===== src/rtl/float_pack_normalizer_if.sv =====
// Handshake bundle between the FP arithmetic stage and the pack/normalize back end.
// master drives the unnormalized triple and consumes the packed result; slave is the normalizer.
interface float_pack_normalizer_if #(
    parameter int EXPONENT = 8,
    parameter int FRACTION = 23
);
    logic                         in_valid;
    logic                         in_ready;
    logic                         in_sign;
    logic [EXPONENT+1:0]          in_exp;
    logic [FRACTION+4:0]          in_mant;
    logic                         in_inf;
    logic                         in_nan;
    logic                         out_valid;
    logic                         out_ready;
    logic [EXPONENT+FRACTION:0]   out_result;
    logic [3:0]                   out_flags;

    modport master (
        output in_valid, in_sign, in_exp, in_mant, in_inf, in_nan, out_ready,
        input  in_ready, out_valid, out_result, out_flags
    );

    modport slave (
        input  in_valid, in_sign, in_exp, in_mant, in_inf, in_nan, out_ready,
        output in_ready, out_valid, out_result, out_flags
    );
endinterface


===== src/rtl/float_pack_normalizer.sv =====
// Normalizes a sign/exponent/mantissa triple one shift per cycle, rounds to nearest-even,
// flags overflow/underflow (flush to zero) and packs an IEEE-754 word. One op in flight.
module float_pack_normalizer #(
    parameter int EXPONENT = 8,
    parameter int FRACTION = 23
) (
    input logic                      clk,
    input logic                      rst_n,
    float_pack_normalizer_if.slave   bus
);
    localparam int EW = EXPONENT + 2;
    localparam int MW = FRACTION + 5;
    localparam int RW = 1 + EXPONENT + FRACTION;

    localparam logic signed [EW-1:0] E_MAX  = EW'((1 << EXPONENT) - 1);
    localparam logic signed [EW-1:0] E_ZERO = '0;
    localparam logic signed [EW-1:0] E_ONE  = EW'(1);
    localparam logic [RW-2:0]        ZERO_MAG = '0;
    localparam logic [RW-1:0]        QNAN = {1'b0, {EXPONENT{1'b1}}, 1'b1, {(FRACTION-1){1'b0}}};

    typedef enum logic [1:0] {IDLE, NORM, ROUND, DONE} state_e;

    state_e                 state_q;
    logic                   sign_q, inf_q, nan_q, out_valid_q;
    logic signed [EW-1:0]   exp_q;
    logic [MW-1:0]          mant_q;
    logic [RW-1:0]          result_q;
    logic [3:0]             flags_q;

    logic                   rnd_inc, rnd_inexact;
    logic [FRACTION+1:0]    rnd_sum;
    logic signed [EW-1:0]   rnd_exp;
    logic [RW-1:0]          rnd_result_d;
    logic [3:0]             rnd_flags_d;

    // Round stage works on mant_q[26:3] with L/G/R/S at bits 3..0.
    always_comb begin
        rnd_inc      = mant_q[2] & (mant_q[1] | mant_q[0] | mant_q[3]);
        rnd_inexact  = |mant_q[2:0];
        rnd_sum      = {1'b0, mant_q[MW-2:3]} + (FRACTION+2)'(rnd_inc);
        rnd_exp      = exp_q + EW'(rnd_sum[FRACTION+1]);
        rnd_result_d = {sign_q, rnd_exp[EXPONENT-1:0], rnd_sum[FRACTION-1:0]};
        rnd_flags_d  = {2'b00, rnd_inexact, 1'b0};
        if (rnd_exp >= E_MAX) begin
            rnd_result_d = {sign_q, {EXPONENT{1'b1}}, {FRACTION{1'b0}}};
            rnd_flags_d  = 4'b1010;
        end else if (rnd_exp <= E_ZERO) begin
            rnd_result_d = {sign_q, ZERO_MAG};
            rnd_flags_d  = 4'b0111;
        end
    end

    always_ff @(posedge clk or negedge rst_n) begin
        if (!rst_n) begin
            state_q     <= IDLE;
            sign_q      <= 1'b0;
            inf_q       <= 1'b0;
            nan_q       <= 1'b0;
            exp_q       <= '0;
            mant_q      <= '0;
            out_valid_q <= 1'b0;
            result_q    <= '0;
            flags_q     <= '0;
        end else begin
            unique case (state_q)
                IDLE: if (bus.in_valid) begin
                    sign_q  <= bus.in_sign;
                    exp_q   <= bus.in_exp;
                    mant_q  <= bus.in_mant;
                    inf_q   <= bus.in_inf;
                    nan_q   <= bus.in_nan;
                    state_q <= NORM;
                end
                NORM: begin
                    if (nan_q) begin
                        result_q <= QNAN;
                        flags_q  <= '0;
                        state_q  <= DONE;
                    end else if (inf_q) begin
                        result_q <= {sign_q, {EXPONENT{1'b1}}, {FRACTION{1'b0}}};
                        flags_q  <= '0;
                        state_q  <= DONE;
                    end else if (mant_q == '0) begin
                        result_q <= {sign_q, ZERO_MAG};
                        flags_q  <= 4'b0001;
                        state_q  <= DONE;
                    end else if (mant_q[MW-1]) begin
                        // Carry: one right shift, folding the dropped bit into sticky.
                        mant_q  <= {1'b0, mant_q[MW-1:2], mant_q[1] | mant_q[0]};
                        exp_q   <= exp_q + E_ONE;
                        state_q <= ROUND;
                    end else if (!mant_q[MW-2]) begin
                        mant_q  <= {mant_q[MW-2:0], 1'b0};
                        exp_q   <= exp_q - E_ONE;
                    end else begin
                        state_q <= ROUND;
                    end
                end
                ROUND: begin
                    result_q <= rnd_result_d;
                    flags_q  <= rnd_flags_d;
                    state_q  <= DONE;
                end
                DONE: begin
                    // out_valid is registered, so it rises one cycle after entering DONE.
                    if (out_valid_q && bus.out_ready) begin
                        out_valid_q <= 1'b0;
                        state_q     <= IDLE;
                    end else begin
                        out_valid_q <= 1'b1;
                    end
                end
                default: state_q <= IDLE;
            endcase
        end
    end

    assign bus.in_ready   = rst_n && (state_q == IDLE);
    assign bus.out_valid  = out_valid_q;
    assign bus.out_result = result_q;
    assign bus.out_flags  = flags_q;
endmodule


===== src/flat_wrapper.sv =====
// flat-port wrapper written by rule: the top's interface ports become plain ports
module float_pack_normalizer_flat 
#(
    parameter int EXPONENT = 8,
    parameter int FRACTION = 23
)
  (clk, rst_n, bus_in_valid, bus_in_sign, bus_in_exp, bus_in_mant, bus_in_inf, bus_in_nan, bus_out_ready, bus_in_ready, bus_out_valid, bus_out_result, bus_out_flags);
  float_pack_normalizer_if #(.EXPONENT(EXPONENT), .FRACTION(FRACTION)) bus_i ();
  input logic clk;
  input logic rst_n;
  input wire logic [$bits(bus_i.in_valid)-1:0] bus_in_valid;
  input wire logic [$bits(bus_i.in_sign)-1:0] bus_in_sign;
  input wire logic [$bits(bus_i.in_exp)-1:0] bus_in_exp;
  input wire logic [$bits(bus_i.in_mant)-1:0] bus_in_mant;
  input wire logic [$bits(bus_i.in_inf)-1:0] bus_in_inf;
  input wire logic [$bits(bus_i.in_nan)-1:0] bus_in_nan;
  input wire logic [$bits(bus_i.out_ready)-1:0] bus_out_ready;
  output wire logic [$bits(bus_i.in_ready)-1:0] bus_in_ready;
  output wire logic [$bits(bus_i.out_valid)-1:0] bus_out_valid;
  output wire logic [$bits(bus_i.out_result)-1:0] bus_out_result;
  output wire logic [$bits(bus_i.out_flags)-1:0] bus_out_flags;
  assign bus_i.in_valid = bus_in_valid;
  assign bus_i.in_sign = bus_in_sign;
  assign bus_i.in_exp = bus_in_exp;
  assign bus_i.in_mant = bus_in_mant;
  assign bus_i.in_inf = bus_in_inf;
  assign bus_i.in_nan = bus_in_nan;
  assign bus_i.out_ready = bus_out_ready;
  assign bus_in_ready = bus_i.in_ready;
  assign bus_out_valid = bus_i.out_valid;
  assign bus_out_result = bus_i.out_result;
  assign bus_out_flags = bus_i.out_flags;
  float_pack_normalizer #(.EXPONENT(EXPONENT), .FRACTION(FRACTION)) u_core (.clk(clk), .rst_n(rst_n), .bus(bus_i));
endmodule

===== config.mk =====
export PLATFORM = sky130hd
export DESIGN_NAME = float_pack_normalizer_flat
export DESIGN_NICKNAME = d
export VERILOG_FILES = /design/src/rtl/float_pack_normalizer_if.sv /design/src/rtl/float_pack_normalizer.sv /design/src/flat_wrapper.sv
export SDC_FILE = /design/constraint.sdc
export NUM_CORES = 1
export LEC_CHECK = 0
export BUFFER_PORTS_ARGS = -buffer_cell sky130_fd_sc_hd__buf_4
export CAP_MARGIN = 10
export CORE_UTILIZATION = 50
export DETAILED_ROUTE_END_ITERATION = 8
export PLACE_DENSITY = 0.72
export SKIP_CTS_REPAIR_TIMING = 1
export SYNTH_ARGS = -nofsm -noshare
export SYNTH_HDL_FRONTEND = slang
export SYNTH_SLANG_ARGS = --single-unit

===== constraint.sdc =====
create_clock -name clk -period 8.13 [get_ports clk]
set_input_delay 1.2195 -clock clk [delete_from_list [all_inputs] [get_ports clk]]
set_output_delay 1.2195 -clock clk [all_outputs]
set_load 0.01 [all_outputs]

**Word level (Yosys, flattened, before mapping)**

Cells that the tools add are included.

- Output and inout port bits: 38
- Word-level logic and storage cells: 77
- Register bits: 80
- Bits of input ports: 45

- Bitwise gates (word level): 3
- $add $sub $neg: 4
- Eq/ne operators: 11
- $lt $le $gt $ge: 2
- Mux-type cells: 35
- Reduce and logical (&&, ||, !) cells: 12

Operator list:

| operator | number |
|---|---|
| 28-bit 2-to-1 mux | 5 |
| 32-bit 2-to-1 mux | 3 |
| 32-bit case mux with 2 select lines | 1 |
| 31-bit 2-to-1 mux | 2 |
| 10-bit 2-to-1 mux | 6 |
| 28-bit case mux with 2 select lines | 1 |
| 28-bit logical NOT | 1 |
| 27-bit 2-to-1 mux | 1 |
| 24-bit by 1-bit adder with 25-bit output | 1 |
| 10-bit case mux with 2 select lines | 1 |
| 4-bit 2-to-1 mux | 4 |
| 2-bit 2-to-1 mux | 7 |
| 10-bit by 1-bit adder with 10-bit output | 1 |
| 10-bit by 2-bit adder with 10-bit output (second input constant) | 1 |
| 10-bit by 9-bit greater-or-equal comparator with 1-bit output (second input constant) | 1 |
| 10-bit by 1-bit <= comparator with 1-bit output (second input constant) | 1 |
| 10-bit by 2-bit subtractor with 10-bit output (second input constant) | 1 |
| 2-bit inequality test (second input constant) | 4 |
| 2-bit case mux with 4 select lines | 1 |
| 4-bit case mux with 2 select lines | 1 |
| 6-bit by 1-bit inequality test with 1-bit output (second input constant) | 1 |
| 6-bit AND reduction | 1 |
| 5-bit AND reduction | 1 |
| 2-bit == test (second input constant) | 2 |
| 14 further kinds | 18 |

**Longest topological paths before layout**

- Depth after elaboration: 9
- Depth in mapped cells: 16
- Mapped depth without buffers: 13

**Least setup slack after synthesis**

No wires, ideal clock.

- Path type: reg-to-reg
- Start point: reg u_core.mant_q[5]
- End point: reg u_core.result_q[24], in the netlist u_core.bus.out_result[24]
- Data arrival time: 3.355 ns
- Clock period less this slack: 3.479 ns
- Slack: 4.651 ns
- Path buffers: 1
- Setup time: 0.124 ns
- Cell stages (with the launch flop): 14
- Required time: 8.006 ns
- Path through: dfrtp_1 -> clkbuf_1 -> and3_1 -> nand4_1 -> nor4_1 -> and3_1 -> ha_1 -> ha_1 -> or4_1 -> nor2_1 -> o21ai_0 -> o41a_1 -> and3_1 -> a211o_1

- Word-level cells in the longest chain between the ends: 6
- Elaborated cells on any way between the ends: 10
- Classes of those cells: 2 x add/sub; 2 x order compare; 1 x eq/ne; 3 x mux; 2 x reduce/logical

RTL lines:

| item | line | text |
|---|---|---|
| start: declaration | float_pack_normalizer.sv:26 | `logic [MW-1:0] mant_q;` |
| start signal: assignment | float_pack_normalizer.sv:69 | `mant_q <= bus.in_mant;` |
| start signal: assignment | float_pack_normalizer.sv:89 | `mant_q <= {1'b0, mant_q[MW-1:2], mant_q[1] \| mant_q[0]};` |
| start signal: assignment | float_pack_normalizer.sv:93 | `mant_q <= {mant_q[MW-2:0], 1'b0};` |
| 24-bit by 1-bit adder with 25-bit output | float_pack_normalizer.sv:40 | `rnd_sum = {1'b0, mant_q[MW-2:3]} + (FRACTION+2)'(rnd_inc);` |
| 10-bit by 1-bit adder with 10-bit output | float_pack_normalizer.sv:41 | `rnd_exp = exp_q + EW'(rnd_sum[FRACTION+1]);` |
| 10-bit by 1-bit <= comparator with 1-bit output | float_pack_normalizer.sv:47 | `end else if (rnd_exp <= E_ZERO) begin` |
| 31-bit 2-to-1 mux | float_pack_normalizer.sv:47 |  |
| 31-bit 2-to-1 mux | float_pack_normalizer.sv:44 | `if (rnd_exp >= E_MAX) begin` |
| 32-bit case mux with 2 select lines | float_pack_normalizer.sv:65 | `unique case (state_q)` |
| end signal: assignment | float_pack_normalizer.sv:80 | `result_q <= {sign_q, {EXPONENT{1'b1}}, {FRACTION{1'b0}}};` |
| end signal: assignment | float_pack_normalizer.sv:84 | `result_q <= {sign_q, ZERO_MAG};` |
| end signal: assignment | float_pack_normalizer.sv:100 | `result_q <= rnd_result_d;` |
| end: declaration | float_pack_normalizer.sv:27 | `logic [RW-1:0] result_q;` |

Parallel ways exist; a longest one is shown, timed or not.
A chain may end at the register's enable or synchronous reset.

**Worst setup path after layout**

- Start point: reg u_core.mant_q[3]
- End point: reg u_core.result_q[1], in the netlist u_core.bus.out_result[1]

- Word-level cells in the longest chain between the ends: 8
- Elaborated cells on any way between the ends: 12
- Classes of those cells: 2 x add/sub; 2 x order compare; 1 x eq/ne; 3 x mux; 2 x bitwise; 2 x reduce/logical

RTL lines:

| item | line | text |
|---|---|---|
| 1-bit OR | float_pack_normalizer.sv:38 | `rnd_inc = mant_q[2] & (mant_q[1] \| mant_q[0] \| mant_q[3]);` |
| 1-bit bitwise AND | float_pack_normalizer.sv:38 |  |
| 24-bit by 1-bit adder with 25-bit output | float_pack_normalizer.sv:40 |  |
| 10-bit by 1-bit adder with 10-bit output | float_pack_normalizer.sv:41 |  |
| 10-bit by 1-bit <= comparator with 1-bit output | float_pack_normalizer.sv:47 |  |
| 31-bit 2-to-1 mux | float_pack_normalizer.sv:47 |  |
| 31-bit 2-to-1 mux | float_pack_normalizer.sv:44 |  |
| 32-bit case mux with 2 select lines | float_pack_normalizer.sv:65 |  |

Parallel ways exist; a longest one is shown, timed or not.

==> results by group <==
Outcome
  • Run status: finished, final reports clean

Routing
  • Via/cell ratio: 5.80
  • Post-route ant nets: 0
  • Vias post-DR: 4459
  • DR pass1 iterations: 5
  • Remaining DRCs: 0
  • DRT iter0 DRCs: 193
  • Average wire per standard cell: 16.5 microns
  • Final Routed Wirelength: 12700 microns

STA
  • Sum Neg Setup Slack: 0 ps
  • Final setup fails: 0
  • Max Freq: 0.218 GHz
  • Pins over their slew limit: 0
  • Final Cycle Share: 0.566
  • Max-slew headroom: 0.197
  • RSZ-0062 raised after global routing: false
  • Minimum clock period: 4600 ps
  • Final Hold Viols: 0
  • Final Skew: 12.4 ps
  • Worst slew pin tran: 1200 ps

Setup path
  • Top delay family on crit path: simple AND/OR/NAND/NOR gates
  • End of the worst register-to-register path: u_core.bus.out_result[1]
  • Critical path arrival: 4790 ps
  • CP Capture Type: flip-flop
  • Stages on the worst setup path: 13
  • Critical path required time: 8330 ps
  • Cell Chain, Critical Path: and2_1 > ha_1 > nand4_1 > nor4_1 > and3_1 > ha_1 > ha_1 > nand3_2 > or3_1 > a211oi_1 > or2_1 > or3_1 > o21ai_0
  • Worst setup path startpoint: u_core.mant_q[3]
  • Critical Path Start Type: flip-flop
  • Origin of the critical flop-to-flop path: u_core.mant_q[3]
  • Crit path buf inv count: 0
  • Worst Reg-to-Reg Cells: 13
  • Setup crit end: u_core.bus.out_result[1]
  • Crit path top cell by count: ha_1
  • Worst path slowest cell: or3_1
  • CP Max Fanout: 23
  • CP peak stage delay: 920 ps
  • Critical Setup Path Class: reg2reg
  • Reg2reg setup slack: 3530 ps

CTS
  • Clk Tree Root Cell: clkbuf_8
  • Worst-Skew Late Latency: 370 ps
  • CTS tree: built
  • Clock-pin slew of the registers on the worst-case setup and hold paths: 90 ps
  • Htree depth: 3
  • Sink Count: 80
  • CTS buffer count: 9
  • Clock buffer depth: 2

Floorplanning
  • Die height: 104 microns
  • Initial Utilization: 0.523
  • Row count: 36
  • Die area: 10800 sq um
  • Top-level I/O count: 83
  • Core ar.: 9910 sq um
  • Die width: 104 microns

Global route
  • Vias in the first global route: 4294
  • Initial antenna violation count: 0
  • Tot GR Track Use: 0.247
  • Largest net degree at the start of global routing: 81
  • GRT Residual Overflow: 0
  • First-pass GRT wire length: 21500 microns

Yosys
  • Post-Syn Area: 5190 sq um
  • Post-Synth XOR/XNOR Area: 0.0608
  • Cells after Synth: 575
  • YS warnings: 0
  • EDFF count, synth: 0
  • Post-synthesis async set-or-reset flop share: 1.00
  • Primary FF master, synth: dfrtp_1
  • Sequential cell area fraction in the yosys report: 0.386
  • Complex-gate fraction of the synthesized area: 0.217
  • Synth cell types: 58
  • Synth Area in Adders: 0.0425
  • Seq cells post-synth: 80
  • Post-synthesis mux area share: 0.0581
  • Syn avg cell area: 9.02 sq um
  • Syn Nets: 637
  • Largest family of logic cells by synthesized area: compound AO/OA/AOI/OAI gates
  • Simple-Gate Fraction of Synth Area: 0.176

Power and ir drop
  • Combinational Power Share: 0.566
  • Clk pwr share: 0.111
  • Part of the power in registers: 0.323
  • Sw frac: 0.478
  • Psw: 0.00123 W
  • Worst VDD drop: 0.215 mV
  • PD cells: 428 nW/um^2
  • Power Internal: 0.00134 W
  • Leak: 2.51 nW

Layout
  • Fillcell total: 896
  • Commonest cells after routing, fill and taps aside: buf_4, dfrtp_1, nand2_1, nor2_1, a21oi_1
  • Commonest non-fill, non-tap cell in the layout: buf_4
  • Inserted Diodes: 0
  • Layout cell share with drive strength beyond 1: 0.228
  • Finished Core Util: 0.606
  • Layout Area Growth over Synthesis: 15.7%
  • Nets: 693

Hold path
  • Hold crit path type: reg2reg

Run
  • Max-cap violation count: 0

Placed design
  • Post-DP HPWL: 8960 microns
  • Placer Congestion: 0.880
  • Port Buffers: 82
-- kinds of logic after synthesis --
family,after synthesis
muxes,28
xor gates and xnor gates,36
DFF,80
and+or+nand+nor,191
adders and majority gates,17
AOI/OAI and AO/OA,154
buffers and inverters,69
-- worst register-to-register path, delay by kind of cell, from the launching register on --
kind | cells | cell delay (ps)
adders and majority gates | 3 | 660
AOI/OAI and AO/OA | 2 | 550
and+or+nand+nor | 8 | 2750
DFF | 1 | 470
-- metal layers --
layer | global-route usage | wire length, microns | part of all wire
met1 | 0.371 | 6370 | 0.50
met2 | 0.364 | 5600 | 0.44
met3 | 0.0415 | 557 | 0.044
met4 | 0.0714 | 162 | 0.013
met5 | 0 | 0 | 0
-- state kept, by name (all words and copies together) (netlist names) --
name and count:
u_core.bus.out_result 32, u_core.mant_q 28, u_core.exp_q 10, u_core.bus.out_flags 4
u_core.state_q 2, u_core.bus.out_valid 1, u_core.inf_q 1, u_core.nan_q 1
u_core.sign_q 1
-- power groups by stage --
stage               combinational (W)  sequential, W  clock (W)
global route                  0.00161       0.000861   0.000308
CTS                           0.00145       0.000825   0.000288
finish                        0.00145       0.000830   0.000286
global placement              0.00141       0.000819          0
floorplan                     0.00115       0.000747          0
detailed placement            0.00144       0.000831          0
-- per-stage QoR --
| stage | setup slack (ps) | hold slack, ps | power (W) | instances | cell area, sq um |
|---|---|---|---|---|---|
| after floorplan | 4650 | 473 | 0.00189 | 575 | 5190 |
| after global placement | 3790 | 459 | 0.00223 | 753 | 5820 |
| after detailed placement | 3590 | 471 | 0.00228 | 753 | 5820 |
| after CTS | 3560 | 489 | 0.00257 | 769 | 6000 |
| after global routing | 3190 | 504 | 0.00278 | 769 | 6000 |
| final | 3530 | 487 | 0.00257 | 769 | 6000 |
-- synthesized netlist by cell type, types with 13 or more instances --
cell type,n,area (sq um)
mux2_2,17,191
a21oi_1,41,205
clkbuf_1,26,97.6
o211ai_1,14,105
dfrtp_1,80,2000
xnor2_1,22,193
nor2_1,48,180
inv_1,27,101
o31ai_2,18,225
o311ai_0,15,131
nand3_1,13,65.1
xor2_1,14,123
nand2_1,62,233
o21ai_0,27,135
ha_1,16,200
-- area by class of cell --
| type | instances | area [sq um] | area share |
|---|---|---|---|
| Tap cell | 133 | 166 | 0.0277 |
| Clock buffer | 14 | 173 | 0.0288 |
| Timing Repair Buffer | 87 | 653 | 0.109 |
| Inverter | 27 | 101 | 0.0169 |
| Clock inverter | 2 | 12.5 | 0.00209 |
| Multi-Input combinational cell | 426 | 2890 | 0.482 |
| Sequential cell | 80 | 2000 | 0.334 |
-- worst min-delay path by stage --
stage | start | end | slack, ps | cells past startpoint
floorplan | u_core.sign_q | u_core.sign_q | 470 | 1
CTS | u_core.bus.out_result[2] | u_core.bus.out_result[2] | 490 | 2
global placement | u_core.bus.out_result[29] | u_core.bus.out_result[29] | 460 | 1
finish | u_core.bus.out_result[2] | u_core.bus.out_result[2] | 490 | 2
detailed placement | u_core.bus.out_result[2] | u_core.bus.out_result[2] | 470 | 2
global route | u_core.bus.out_flags[1] | u_core.bus.out_flags[1] | 500 | 2
Power figures use the tool's default switching activity.
